==> src/rtl/uart_rx_param.sv <==
// uart_rx_param: parametrised UART receiver with a two-flop synchroniser,
// 3-sample majority voting and per-frame parity/framing/break flags.
// Received frames are buffered in a small FIFO behind a valid/ready port.
//
// Ports
//   clk, reset      system clock, synchronous active-high reset
//   rx              asynchronous serial line, idle high
//   m_data/m_perr/m_ferr/m_brk  registered head-of-FIFO frame fields
//   m_valid         FIFO non-empty; m_ready pops the head entry
//   overrun         sticky drop flag, cleared by overrun_clr
//   busy            receiver FSM is not idle
module uart_rx_param #(
  parameter int CLK_FREQ   = 50_000_000,
  parameter int BAUD_RATE  = 115200,
  parameter int DATA_BITS  = 8,
  parameter int PARITY     = 0,
  parameter int STOP_BITS  = 1,
  parameter int FIFO_DEPTH = 4
) (
  input  logic                 clk,
  input  logic                 reset,
  input  logic                 rx,
  output logic [DATA_BITS-1:0] m_data,
  output logic                 m_perr,
  output logic                 m_ferr,
  output logic                 m_brk,
  output logic                 m_valid,
  input  logic                 m_ready,
  output logic                 overrun,
  input  logic                 overrun_clr,
  output logic                 busy
);
  localparam int CPB = CLK_FREQ / BAUD_RATE;
  localparam int MID = CPB / 2;
  localparam int CW  = $clog2(CPB);
  localparam int AW  = $clog2(FIFO_DEPTH);
  localparam int EW  = DATA_BITS + 3;

  generate
    if (CPB < 8) begin : g_cpb_chk
      $error("uart_rx_param: CLK_FREQ/BAUD_RATE must be at least 8");
    end
  endgenerate

  localparam logic [2:0] S_IDLE  = 3'd0;
  localparam logic [2:0] S_START = 3'd1;
  localparam logic [2:0] S_DATA  = 3'd2;
  localparam logic [2:0] S_PAR   = 3'd3;
  localparam logic [2:0] S_STOP  = 3'd4;
  localparam logic [2:0] S_WAITH = 3'd5;

  logic                 rx_m_q, rx_s_q;
  logic [2:0]           state_q, state_d;
  logic [CW-1:0]        cnt_q, cnt_d;
  logic [3:0]           bit_idx_q, bit_idx_d;
  logic                 stop_idx_q, stop_idx_d;
  logic                 samp_a_q, samp_a_d, samp_b_q, samp_b_d;
  logic [DATA_BITS-1:0] data_q, data_d;
  logic                 perr_q, perr_d, par_bit_q, par_bit_d;
  logic                 push, ferr, brk, vote, wrap, at_dec, exp_par;
  logic [EW-1:0]        ent;

  logic [EW-1:0]        mem_q [FIFO_DEPTH];
  logic [AW-1:0]        wr_ptr_q, wr_ptr_d, rd_ptr_q, rd_ptr_d;
  logic [AW:0]          fcnt_q, fcnt_d, avail;
  logic                 pop, full, wr_en, drop;
  logic                 m_valid_q, m_valid_d, overrun_q, overrun_d;
  logic [EW-1:0]        head_q, head_d;

  assign wrap    = cnt_q == CW'(CPB - 1);
  assign at_dec  = cnt_q == CW'(MID + 1);
  // majority of the samples taken at MID-1, MID and the current one at MID+1
  assign vote    = (samp_a_q & samp_b_q) | (samp_a_q & rx_s_q) | (samp_b_q & rx_s_q);
  assign exp_par = (PARITY == 2) ? ~^data_q : ^data_q;

  always_comb begin
    state_d    = state_q;
    cnt_d      = wrap ? '0 : cnt_q + 1'b1;
    bit_idx_d  = bit_idx_q;
    stop_idx_d = stop_idx_q;
    samp_a_d   = (cnt_q == CW'(MID - 1)) ? rx_s_q : samp_a_q;
    samp_b_d   = (cnt_q == CW'(MID))     ? rx_s_q : samp_b_q;
    data_d     = data_q;
    perr_d     = perr_q;
    par_bit_d  = par_bit_q;
    push       = 1'b0;
    ferr       = 1'b0;
    case (state_q)
      S_IDLE: begin
        cnt_d     = '0;
        data_d    = '0;
        perr_d    = 1'b0;
        par_bit_d = 1'b0;
        if (!rx_s_q) state_d = S_START;
      end
      S_START: begin
        if (at_dec && vote) state_d = S_IDLE;
        else if (wrap) begin
          state_d   = S_DATA;
          bit_idx_d = '0;
        end
      end
      S_DATA: begin
        // shift in from the top so the first bit ends up at the LSB
        if (at_dec) data_d = {vote, data_q[DATA_BITS-1:1]};
        if (wrap) begin
          if (bit_idx_q == 4'(DATA_BITS - 1)) begin
            state_d    = (PARITY != 0) ? S_PAR : S_STOP;
            stop_idx_d = 1'b0;
          end else bit_idx_d = bit_idx_q + 1'b1;
        end
      end
      S_PAR: begin
        if (at_dec) begin
          par_bit_d = vote;
          perr_d    = vote != exp_par;
        end
        if (wrap) begin
          state_d    = S_STOP;
          stop_idx_d = 1'b0;
        end
      end
      S_STOP: begin
        if (at_dec) begin
          if (!vote) begin
            push    = 1'b1;
            ferr    = 1'b1;
            state_d = S_WAITH;  // hold off until the line goes idle again
          end else if (stop_idx_q == 1'(STOP_BITS - 1)) begin
            push    = 1'b1;
            state_d = S_IDLE;
          end
        end else if (wrap) stop_idx_d = 1'b1;
      end
      S_WAITH: if (rx_s_q) state_d = S_IDLE;
      default: state_d = S_IDLE;
    endcase
  end

  assign brk = ferr & (data_q == '0) & ((PARITY == 0) | !par_bit_q);
  assign ent = {brk, ferr, perr_q, data_q};

  // Output registers track the head after this cycle's pop but ignore this
  // cycle's push, so a freshly written entry appears one edge after commit.
  always_comb begin
    pop       = m_valid_q & m_ready;
    full      = fcnt_q == (AW+1)'(FIFO_DEPTH);
    wr_en     = push & (!full | pop);
    drop      = push & full & !pop;
    wr_ptr_d  = wr_ptr_q + AW'(wr_en);
    rd_ptr_d  = rd_ptr_q + AW'(pop);
    fcnt_d    = fcnt_q + (AW+1)'(wr_en) - (AW+1)'(pop);
    avail     = fcnt_q - (AW+1)'(pop);
    m_valid_d = avail != '0;
    head_d    = m_valid_d ? mem_q[rd_ptr_d] : '0;
    overrun_d = drop | (overrun_q & !overrun_clr);
  end

  always_ff @(posedge clk) begin
    if (wr_en) mem_q[wr_ptr_q] <= ent;
  end

  always_ff @(posedge clk) begin
    if (reset) begin
      rx_m_q     <= 1'b1;
      rx_s_q     <= 1'b1;
      state_q    <= S_IDLE;
      cnt_q      <= '0;
      bit_idx_q  <= '0;
      stop_idx_q <= 1'b0;
      samp_a_q   <= 1'b1;
      samp_b_q   <= 1'b1;
      data_q     <= '0;
      perr_q     <= 1'b0;
      par_bit_q  <= 1'b0;
      wr_ptr_q   <= '0;
      rd_ptr_q   <= '0;
      fcnt_q     <= '0;
      m_valid_q  <= 1'b0;
      head_q     <= '0;
      overrun_q  <= 1'b0;
    end else begin
      rx_m_q     <= rx;
      rx_s_q     <= rx_m_q;
      state_q    <= state_d;
      cnt_q      <= cnt_d;
      bit_idx_q  <= bit_idx_d;
      stop_idx_q <= stop_idx_d;
      samp_a_q   <= samp_a_d;
      samp_b_q   <= samp_b_d;
      data_q     <= data_d;
      perr_q     <= perr_d;
      par_bit_q  <= par_bit_d;
      wr_ptr_q   <= wr_ptr_d;
      rd_ptr_q   <= rd_ptr_d;
      fcnt_q     <= fcnt_d;
      m_valid_q  <= m_valid_d;
      head_q     <= head_d;
      overrun_q  <= overrun_d;
    end
  end

  assign {m_brk, m_ferr, m_perr, m_data} = head_q;
  assign m_valid = m_valid_q;
  assign overrun = overrun_q;
  assign busy    = state_q != S_IDLE;
endmodule
==> config.mk <==
export PLATFORM = sky130hd
export DESIGN_NAME = uart_rx_param
export DESIGN_NICKNAME = d
export VERILOG_FILES = /design/src/rtl/uart_rx_param.sv
export SDC_FILE = /design/constraint.sdc
export NUM_CORES = 1
export LEC_CHECK = 0
export CAP_MARGIN = 30
export CORE_MARGIN = 2
export CORE_UTILIZATION = 65
export CTS_BUF_LIST = sky130_fd_sc_hd__clkbuf_8
export CTS_CLUSTER_SIZE = 25
export DETAILED_ROUTE_END_ITERATION = 8
export DONT_BUFFER_PORTS = 1
export PLACE_DENSITY = 0.81
export SYNTH_ARGS = -nofsm -noshare
export SYNTH_HDL_FRONTEND = slang
export SYNTH_SLANG_ARGS = --single-unit
==> constraint.sdc <==
create_clock -name clk -period 6.7 [get_ports clk]
set_input_delay 1.005 -clock clk [delete_from_list [all_inputs] [get_ports clk]]
set_output_delay 1.005 -clock clk [all_outputs]
set_load 0.02 [all_outputs]
# --- Word level (Yosys, flattened, before mapping) ---
# Memory sizes are Yosys's and may differ from the RTL's. A register that Yosys moved wholly into a read port is not among the register bits.
# Index checks and enable logic that the tools add are counted.
word_totals:
  inputBits: 5
  regBits: 39
  mem_bits_rw: 44
  memories: 1
mem_list:
  columns: ["memory", "depth", "width", "read_ports", "rd_ports_with_merged_regs", "write_ports", "line_no", "text"]
  rows:
  - ["mem_q", 4, 11, 1, 1, 1, "63", "logic [EW-1:0] mem_q [FIFO_DEPTH];"]
classes:
  mux: 35
  reduce_logical: 20
  add_sub_neg: 7
  n_eq_ne: 27
  bitwise: 14
op_table:
  columns: ["operator", "count"]
  rows:
  - ["two-way mux 3 bit", 10]
  - ["== test 9 x 8 -> 1 bit, second input constant", 3]
  - ["inequality test 2 bit, second input constant", 13]
  - ["case mux 3 bit (6 select lines)", 1]
  - ["two-way mux 4 bit", 4]
  - ["case mux 8 bit (2 select lines)", 1]
  - ["two-way mux 1 bit", 15]
  - ["adder 9 x 1 -> 9 bit, second input constant", 1]
  - ["AND 1 bit", 9]
  - ["== test 3 bit, second input constant", 3]
  - ["== test 9 bit, second input constant", 1]
  - ["nonzero test 3 bit", 3]
  - ["logical NOT 8 bit", 1]
  - ["two-way mux 8 bit", 1]
  - ["case mux 4 bit (2 select lines)", 1]
  - ["AND reduction 8 bit", 1]
  - ["parity 8 bit", 1]
  - ["== test 3 x 2 -> 1 bit, second input constant", 2]
  - ["inequality test 3 bit, second input constant", 2]
  - ["AND reduction 6 bit", 1]
  - ["nonzero test 2 bit", 3]
  - ["subtractor 3 x 1 -> 3 bit", 2]
  - ["AND reduction 5 bit", 1]
  - ["adder 2 x 1 -> 2 bit", 2]
  - ["15 further kinds", 21]

# --- Logic depth before layout (Yosys ltp) ---
# Gate-level depths: netlist of the first run.
depth:
  word_depth: 9
  depth_mapped: 11

# --- Least setup slack after synthesis of the first run ---
# OpenSTA, ideal clock, no wires.
synth_timing:
  path_type: "input-to-reg"
  startpoint: "input port m_ready"
  endpoint: "memory mem_q[1][0] (netlist name) (enable)"
  required_time_ns: 6.304
  cell_stages: 4
  arrival_ns: 2.357
  slack_ns: 3.947
  cell_sequence: "and2_1 > nor4b_1 > nand2b_1 > nor3b_1"
synth_between:
  elab_chain_len: 5
synth_rtl:
  columns: ["element", "line_no", "text"]
  rows:
  - ["start, declared", "28", "input logic m_ready,"]
  - ["AND 1 bit", "146", "pop = m_valid_q & m_ready;"]
  - ["bitwise OR 1 bit", "148", "wr_en = push & (!full | pop);"]
  - ["AND 1 bit", "148", null]
  - ["two-way mux 1 bit", "160", "if (wr_en) mem_q[wr_ptr_q] <= ent;"]
  - ["two-way mux 1 bit (implied by the code)", "160", null]
  - ["end, declared", "63", null]
# No other way between the ends.

# --- Final worst setup path of the first run ---
layout_timing:
  startpoint: "register state_q[2]"
  endpoint: "register fcnt_q[1]"
layout_between:
  elab_chain_len: 5
layout_rtl:
  columns: ["element", "line_no", "text"]
  rows:
  - ["start, declared", "53", "logic [2:0] state_q, state_d;"]
  - ["start signal, assigned", "185", "state_q <= state_d;"]
  - ["== test 3 bit", "88", "case (state_q)"]
  - ["two-way mux 1 bit", "88", null]
  - ["AND 1 bit", "148", null]
  - ["adder 3 x 1 -> 3 bit", "152", "fcnt_d = fcnt_q + (AW+1)'(wr_en) - (AW+1)'(pop);"]
  - ["subtractor 3 x 1 -> 3 bit", "152", null]
  - ["net fcnt_d[1]", "65", "logic [AW:0] fcnt_q, fcnt_d, avail;"]
  - ["end signal, assigned", "196", "fcnt_q <= fcnt_d;"]
  - ["end, declared", "65", null]
# The timed path passes the listed nets, and every way through them passes these cells.
# A chain may end at the register's enable or synchronous reset.

==> impl_metrics.toml, run 1 <==
[synth]
yosysWarnings = 0
synthSimpleGateAreaFrac_pct = 15.3
async_flop_share_pct = 0
synth_cells = 314
syn_area_um2 = 3910
ys_seq_area_share_pct = 59.4
avgSynthCellArea_um2 = 12.4
synth_xor_area_share_pct = 3.59
synth_top_area_share_pct = 33.8
synth_top_family_by_area = "simple AND/OR/NAND/NOR gates"
synth_compound_area_share_pct = 6.28
ys_top_cells_by_area = "edfxtp_1 34%, dfxtp_1 26%, mux4_2 6.3%"
muxShareOfSynthArea_pct = 6.92
synthDistinctLibCells = 47
yosys.area.top_type = "edfxtp_1"
yosys-top-cells-count = "50 x dfxtp_1, 44 x edfxtp_1, 23 x nor2_1, 19 x inv_1, 19 x nor2b_1"
syn-num-nets = 334
synth-edff-count = 44
synthAdderAreaFrac_pct = 5.28
yosysMostFrequentCell = "dfxtp_1"
synth_seq_cells = 94
synthFlopType = "dfxtp_1"

[global_route]
grtUsageMet2_pct = 35.6
grt_overflow = 0
grt_use_met3_pct = 6.15
busiest_layer = "met2"
grt_util_all_layers_pct = 21.6
met1_usage_pct = 25.9
grt_antenna_before_repair = 0
grt_max_degree = 33
first_global_vias = 2275
grt_pass1_wl_um = 10500

[placement]
portBuffers = 0
hpwl_um = 4310
gp_congestion = 0.792

[die]
num_rows = 28
ios = 19
dieArea_um2 = 6650
die_y_um = 81.5
start_util_pct = 66.8
core_area_um2 = 5850
die_x_um = 81.5

[timing]
worstMarginPinSlew_ns = 0.706
timing.final.crit_share_pct = 41.7
relSlewSlack_pct = 52.9
rsz0062_at_grt = "no"
drv_slew = 0
finalHoldViolCount = 0
setup_viol = 0
fmax_mhz = 358
finalCriticalPeriod_ns = 2.79
tns_ns = 0
skew_ns = 0.0104

[setup_path]
slowest_stage = "dfxtp_1"
reg2reg_depth = 9
worstSetupEndpointType = "flip-flop"
timing.reg2reg.setup_slack_ns = 3.91
critPathLaunchType = "flip-flop"
arrival_ns = 3.08
worstPathCellList = "nor3b_1 -> nand4_1 -> a21oi_1 -> nand2b_1 -> ha_1 -> inv_1 -> ha_1 -> fa_1 -> nor2b_1"
critPathCapture = "fcnt_q[1]"
required_ns = 6.99
crit-reg2reg-launch = "state_q[2]"
max_stage_delay_ns = 0.59
cp-startpoint = "state_q[2]"
r2r-end = "fcnt_q[1]"
cp_max_fo = 14
cpMostUsedCell = "ha_1"
worst-setup-path-type = "reg -> reg"

[cts]
clk_latency_ns = 0.37
htreeDepth = 3
hold_buffers = 0
cts_resized = 0
cts_made_buffers = 9
cts_root_buffer = "clkbuf_8"
cts_tree = "built"
clk_path_buf_depth = 2
cts_setup_buffers = 0
cts.sinks = 94
path_clk_slew_ns = 0.09

[layout]
multi_input_area_um2 = 1460
seq_area_um2 = 2320
drive_gt1_share_pct = 14.0
n_antenna_cell = 0
area.growth.synth_to_final_pct = 7.36
fillers = 390
nNetsFinal = 337

[drt]
drt_iter0_drc = 98
firstDrtPassIters = 4
drc = 0
drt-total-wl_um = 6330
viasPerCell = 5.90
ant_nets = 0
vias = 2342
post_drt_wl_per_cell_um = 15.9

[power_and_ir_drop]
leakage_nw = 1.44
power_density_nw_per_um2 = 301
ir_worst_vdd_mv = 0.181
finalPower_w = 0.00126

[run]
drv_cap = 0

[run_status]
status = "finished clean"

[worst_hold_path]
hold_class = "reg -> reg"
## cell type report
cell class	instances	area share [%]
clock inverters	7	2.06
repair buffers	5	0.895
well taps	75	2.24
clock buffers	9	2.95
multi-input cells	188	34.8
flip-flops and latches	94	55.4
inverters	19	1.70
## worst max-delay path: cells and delay by family (launching register included)
family / cells / cell delay (ns)
flops: 1 / 0.59
simple gates: 4 / 0.87
compound gates: 1 / 0.24
buf+inv: 1 / 0.04
fa+ha+maj: 3 / 0.98
## how the worst min path moves through the flow
stage	startpoint	to	slack, ns	cells after the start
floorplan	rx_m_q	rx_s_q	0.39	1
global placement	rx_m_q	rx_s_q	0.41	1
detailed placement	rx_m_q	rx_s_q	0.40	1
CTS	rx_m_q	rx_s_q	0.42	1
global route	rx_m_q	rx_s_q	0.44	1
finish	rx_m_q	rx_s_q	0.42	1
## power breakdown
part / internal [W] / switching, W / total, W
sequential: 0.000633 / 0.0000572 / 0.000690
combinational: 0.0000903 / 0.0000931 / 0.000183
clock: 0.000181 / 0.000208 / 0.000388
## per-stage QoR
| step | setup WS [ns] | hold WS (ns) | instances | area (um^2) | util [%] |
|---|---|---|---|---|---|
| floorplan | 3.95 | 0.389 | 314 | 3910 | - |
| CTS | 3.93 | 0.420 | 397 | 4200 | 71.7 |
| finish | 3.91 | 0.417 | 397 | 4200 | 71.7 |
| detailed placement | 3.66 | 0.399 | 381 | 3990 | 68.1 |
| global route | 3.67 | 0.437 | 397 | 4200 | 71.7 |
| global placement | 3.75 | 0.406 | 380 | 3980 | 68.0 |
## cells by family after synthesis
group,Yosys count
xor+xnor,16
mux,13
compound gates,37
buf+inv,32
fa+ha+maj,16
simple gates,106
flops,94
## state kept, by name, summed over array words and instances (netlist names), 2 cells and up
register   flops
head_q        11
wr_ptr_q       2
data_q         8
mem_q         44
rd_ptr_q       2
cnt_q          9
state_q        3
fcnt_q         3
bit_idx_q      4
## layout by cell type, fill, tap and decap left out, drive strengths merged, types with 6 or more instances in the layout
master / count
clkbuf: 9
nor2b: 19
edfxtp: 44
mux4: 11
and3: 6
nand2: 13
xnor2: 9
xor2: 7
ha: 14
inv: 23
nor2: 23
a21oi: 16
dfxtp: 50
nand4: 11
nand3: 7
## metal layers
| layer | part of all wire, % | vias to the layer above |
|---|---|---|
| met5 | 0 | - |
| met1 | 43 | 1127 |
| met3 | 5.0 | 14 |
| met2 | 49 | 58 |
| met4 | 2.2 | 0 |
| li1 | - | 1143 |
Power figures use the tool's default switching activity.
==> run 2, diff against run 1 <==
--- a/config.mk
+++ b/config.mk
@@ -7,12 +7,12 @@
 export LEC_CHECK = 0
 export CAP_MARGIN = 30
 export CORE_MARGIN = 2
-export CORE_UTILIZATION = 65
+export CORE_UTILIZATION = 59
 export CTS_BUF_LIST = sky130_fd_sc_hd__clkbuf_8
 export CTS_CLUSTER_SIZE = 25
 export DETAILED_ROUTE_END_ITERATION = 8
 export DONT_BUFFER_PORTS = 1
-export PLACE_DENSITY = 0.81
+export PLACE_DENSITY = 0.78
 export SYNTH_ARGS = -nofsm -noshare
 export SYNTH_HDL_FRONTEND = slang
 export SYNTH_SLANG_ARGS = --single-unit
==> constraint.sdc (replaced) <==
create_clock -name clk -period 2.55 [get_ports clk]
set_input_delay 0.3825 -clock clk [delete_from_list [all_inputs] [get_ports clk]]
set_output_delay 0.3825 -clock clk [all_outputs]
set_load 0.02 [all_outputs]
==> run 2 against run 1 <==
Effect of this change: clock power increased by 130%; sequential power increased to 2.6 times the previous value; die area increased by 9.7%; critical path depth increased by 1; core utilization decreased by 5.2 points; highest routed layer unchanged; non-clock buffer count increased by 10; hold slack got worse by 0.32 ns; design area increased by 1.3%; sequential share of layout area decreased by 0.70 points; largest cell class unchanged; first-iteration DRC count decreased by 3.1%; largest power group unchanged; combinational power increased to 2.8 times the previous value; worst setup slack got worse by 3.8 ns.
==> impl_metrics.toml, run 2 (same netlist as run 1, synthesis figures left out) <==
[drt]
vias = 2331
viasPerCell = 5.70
ant_nets = 0
drc = 0
post_drt_wl_per_cell_um = 15.8
firstDrtPassIters = 4
drt-total-wl_um = 6460
drt_iter0_drc = 95

[cts]
cts_root_buffer = "clkbuf_8"
cts_tree = "built"
hold_buffers = 0
cts_made_buffers = 9
htreeDepth = 3
path_clk_slew_ns = 0.09
cts.sinks = 94
clk_latency_ns = 0.35
clk_path_buf_depth = 2

[setup_path]
worstPathCellList = "and4bb_2 -> nand4_1 -> a21oi_2 -> nand2b_1 -> ha_1 -> inv_1 -> ha_1 -> fa_1 -> xnor2_1 -> nor2_1"
worstSetupEndpointType = "flip-flop"
cpMostUsedCell = "ha_1"
required_ns = 2.79
cp_max_fo = 6
max_stage_delay_ns = 0.38
arrival_ns = 2.68
reg2reg_depth = 10
critPathLaunchType = "flip-flop"
worst-setup-path-type = "reg -> reg"
slowest_stage = "fa_1"

[timing]
rsz0062_at_grt = "no"
timing.final.crit_share_pct = 95.4
setup_viol = 0
tns_ns = 0
finalCriticalPeriod_ns = 2.43
whs_ns = 0.0977
worstMarginPinSlew_ns = 0.703
drv_slew = 0
finalHoldViolCount = 0
fmax_mhz = 411
skew_ns = 0.00778
relSlewSlack_pct = 53.0

[power_and_ir_drop]
leakage_nw = 1.47
clkPwrFrac_pct = 28.0
p_seq_share_pct = 55.8
internal_power_w = 0.00228
power_density_nw_per_um2 = 757
ir_worst_vdd_mv = 0.443
finalPower_w = 0.00322
power_frac_comb_pct = 16.2
p_sw_share_pct = 29.1
power.switching_w = 0.000937

[die]
dieArea_um2 = 7290
die_y_um = 85.4
num_rows = 29
start_util_pct = 61.2
core_area_um2 = 6390
die_x_um = 85.4
ios = 19

[layout]
drive_gt1_share_pct = 16.9
final_common_cell = "dfxtp_1"
largest_register_ff_count = 44
final_util_pct = 66.5
nNetsFinal = 347
fillers = 457
area.growth.synth_to_final_pct = 8.74
largestRegisters = "mem_q x44, head_q x11, cnt_q x9"
stdcell_count = 409
largest-register = "mem_q"
layout.cells.most_common_list = "50 x dfxtp_1, 44 x edfxtp_1, 23 x nor2_1"
n_antenna_cell = 0

[placement]
gp_congestion = 0.838
portBuffers = 0
dp_cells = 391
hpwl_um = 4420

[global_route]
grt_pass1_wl_um = 10900
first_global_vias = 2299
grt_util_all_layers_pct = 19.4
grt_max_degree = 33
grt_antenna_before_repair = 0
grt_overflow = 0

[worst_hold_path]
hold_depth = 1
hold_class = "in -> reg"

[run_status]
status = "finished clean"

[run]
drv_cap = 0
## run 2: changes by cell type in the layout (fill, tap and decap cells not counted), sizes merged
cell	before	now
clkinv	1	2
inv	23	21
buf	5	15
bufinv	1	0
clkinvlp	1	3
## run 2: power by group through the flow
| stage | sequential (W) | combinational, W | clock [W] |
|---|---|---|---|
| 5_1_grt | 0.00181 | 0.000580 | 0.000991 |
| 3_5_place_dp | 0.00183 | 0.000527 | 0 |
| 6_report | 0.00180 | 0.000521 | 0.000900 |
| 2_1_floorplan | 0.00182 | 0.000435 | 0 |
| 3_3_place_gp | 0.00183 | 0.000513 | 0 |
| 4_1_cts | 0.00180 | 0.000529 | 0.000926 |
## run 2: final timing paths
kind	from	endpoint	slack, ns
setup / recovery	cnt_q[2]	fcnt_q[2]	0.12
hold / removal	reset	bit_idx_q[1]	0.1
setup reg to reg	cnt_q[2]	fcnt_q[2]	0.12
hold reg to reg	rx_m_q	rx_s_q	0.43
## run 2: through the flow
step / area [um^2] / worst slack (ns)
after CTS: 4230 / 0.0625
final: 4250 / 0.117
after global routing: 4250 / 0.00336
after floorplan: 3910 / 0.0436
after global placement: 4050 / 0.163
after detailed placement: 4050 / 0.0821
## run 2: cell type report
cell class / instances / area, um^2 / share of cell area [%]
Sequential cell: 94 / 2320 / 54.7
Tap cell: 77 / 96.3 / 2.27
Clock inverter: 7 / 58.8 / 1.38
Multi-Input combinational cell: 188 / 1460 / 34.5
Timing Repair Buffer: 15 / 113 / 2.65
Inverter: 19 / 71.3 / 1.68
Clock buffer: 9 / 124 / 2.92
## run 2: worst max-delay path, delay by kind of cell (launching register included)
family / cells / cell delay (ns)
xor gates and xnor gates: 1 / 0.18
AOI/OAI and AO/OA: 1 / 0.18
and+or+nand+nor: 4 / 0.71
DFF: 1 / 0.37
adders and majority gates: 3 / 0.86
buffers and inverters: 1 / 0.04
## run 2: layer usage
layer	track usage, %	up-vias	share of wire [%]
met1	25.0	1127	46
met2	32.1	38	50
met3	3.99	7	3.2
met5	0	-	0
met4	8.37	0	1.5
li1	-	1159	-
## run 2: what timing repair did
| item | 4_1_cts | 5_1_grt |
|---|---|---|
| buffers inserted | 0 | 2 |
| resized for setup | 0 | 1 |
| endpoints found under the setup margin | 0 | 2 |
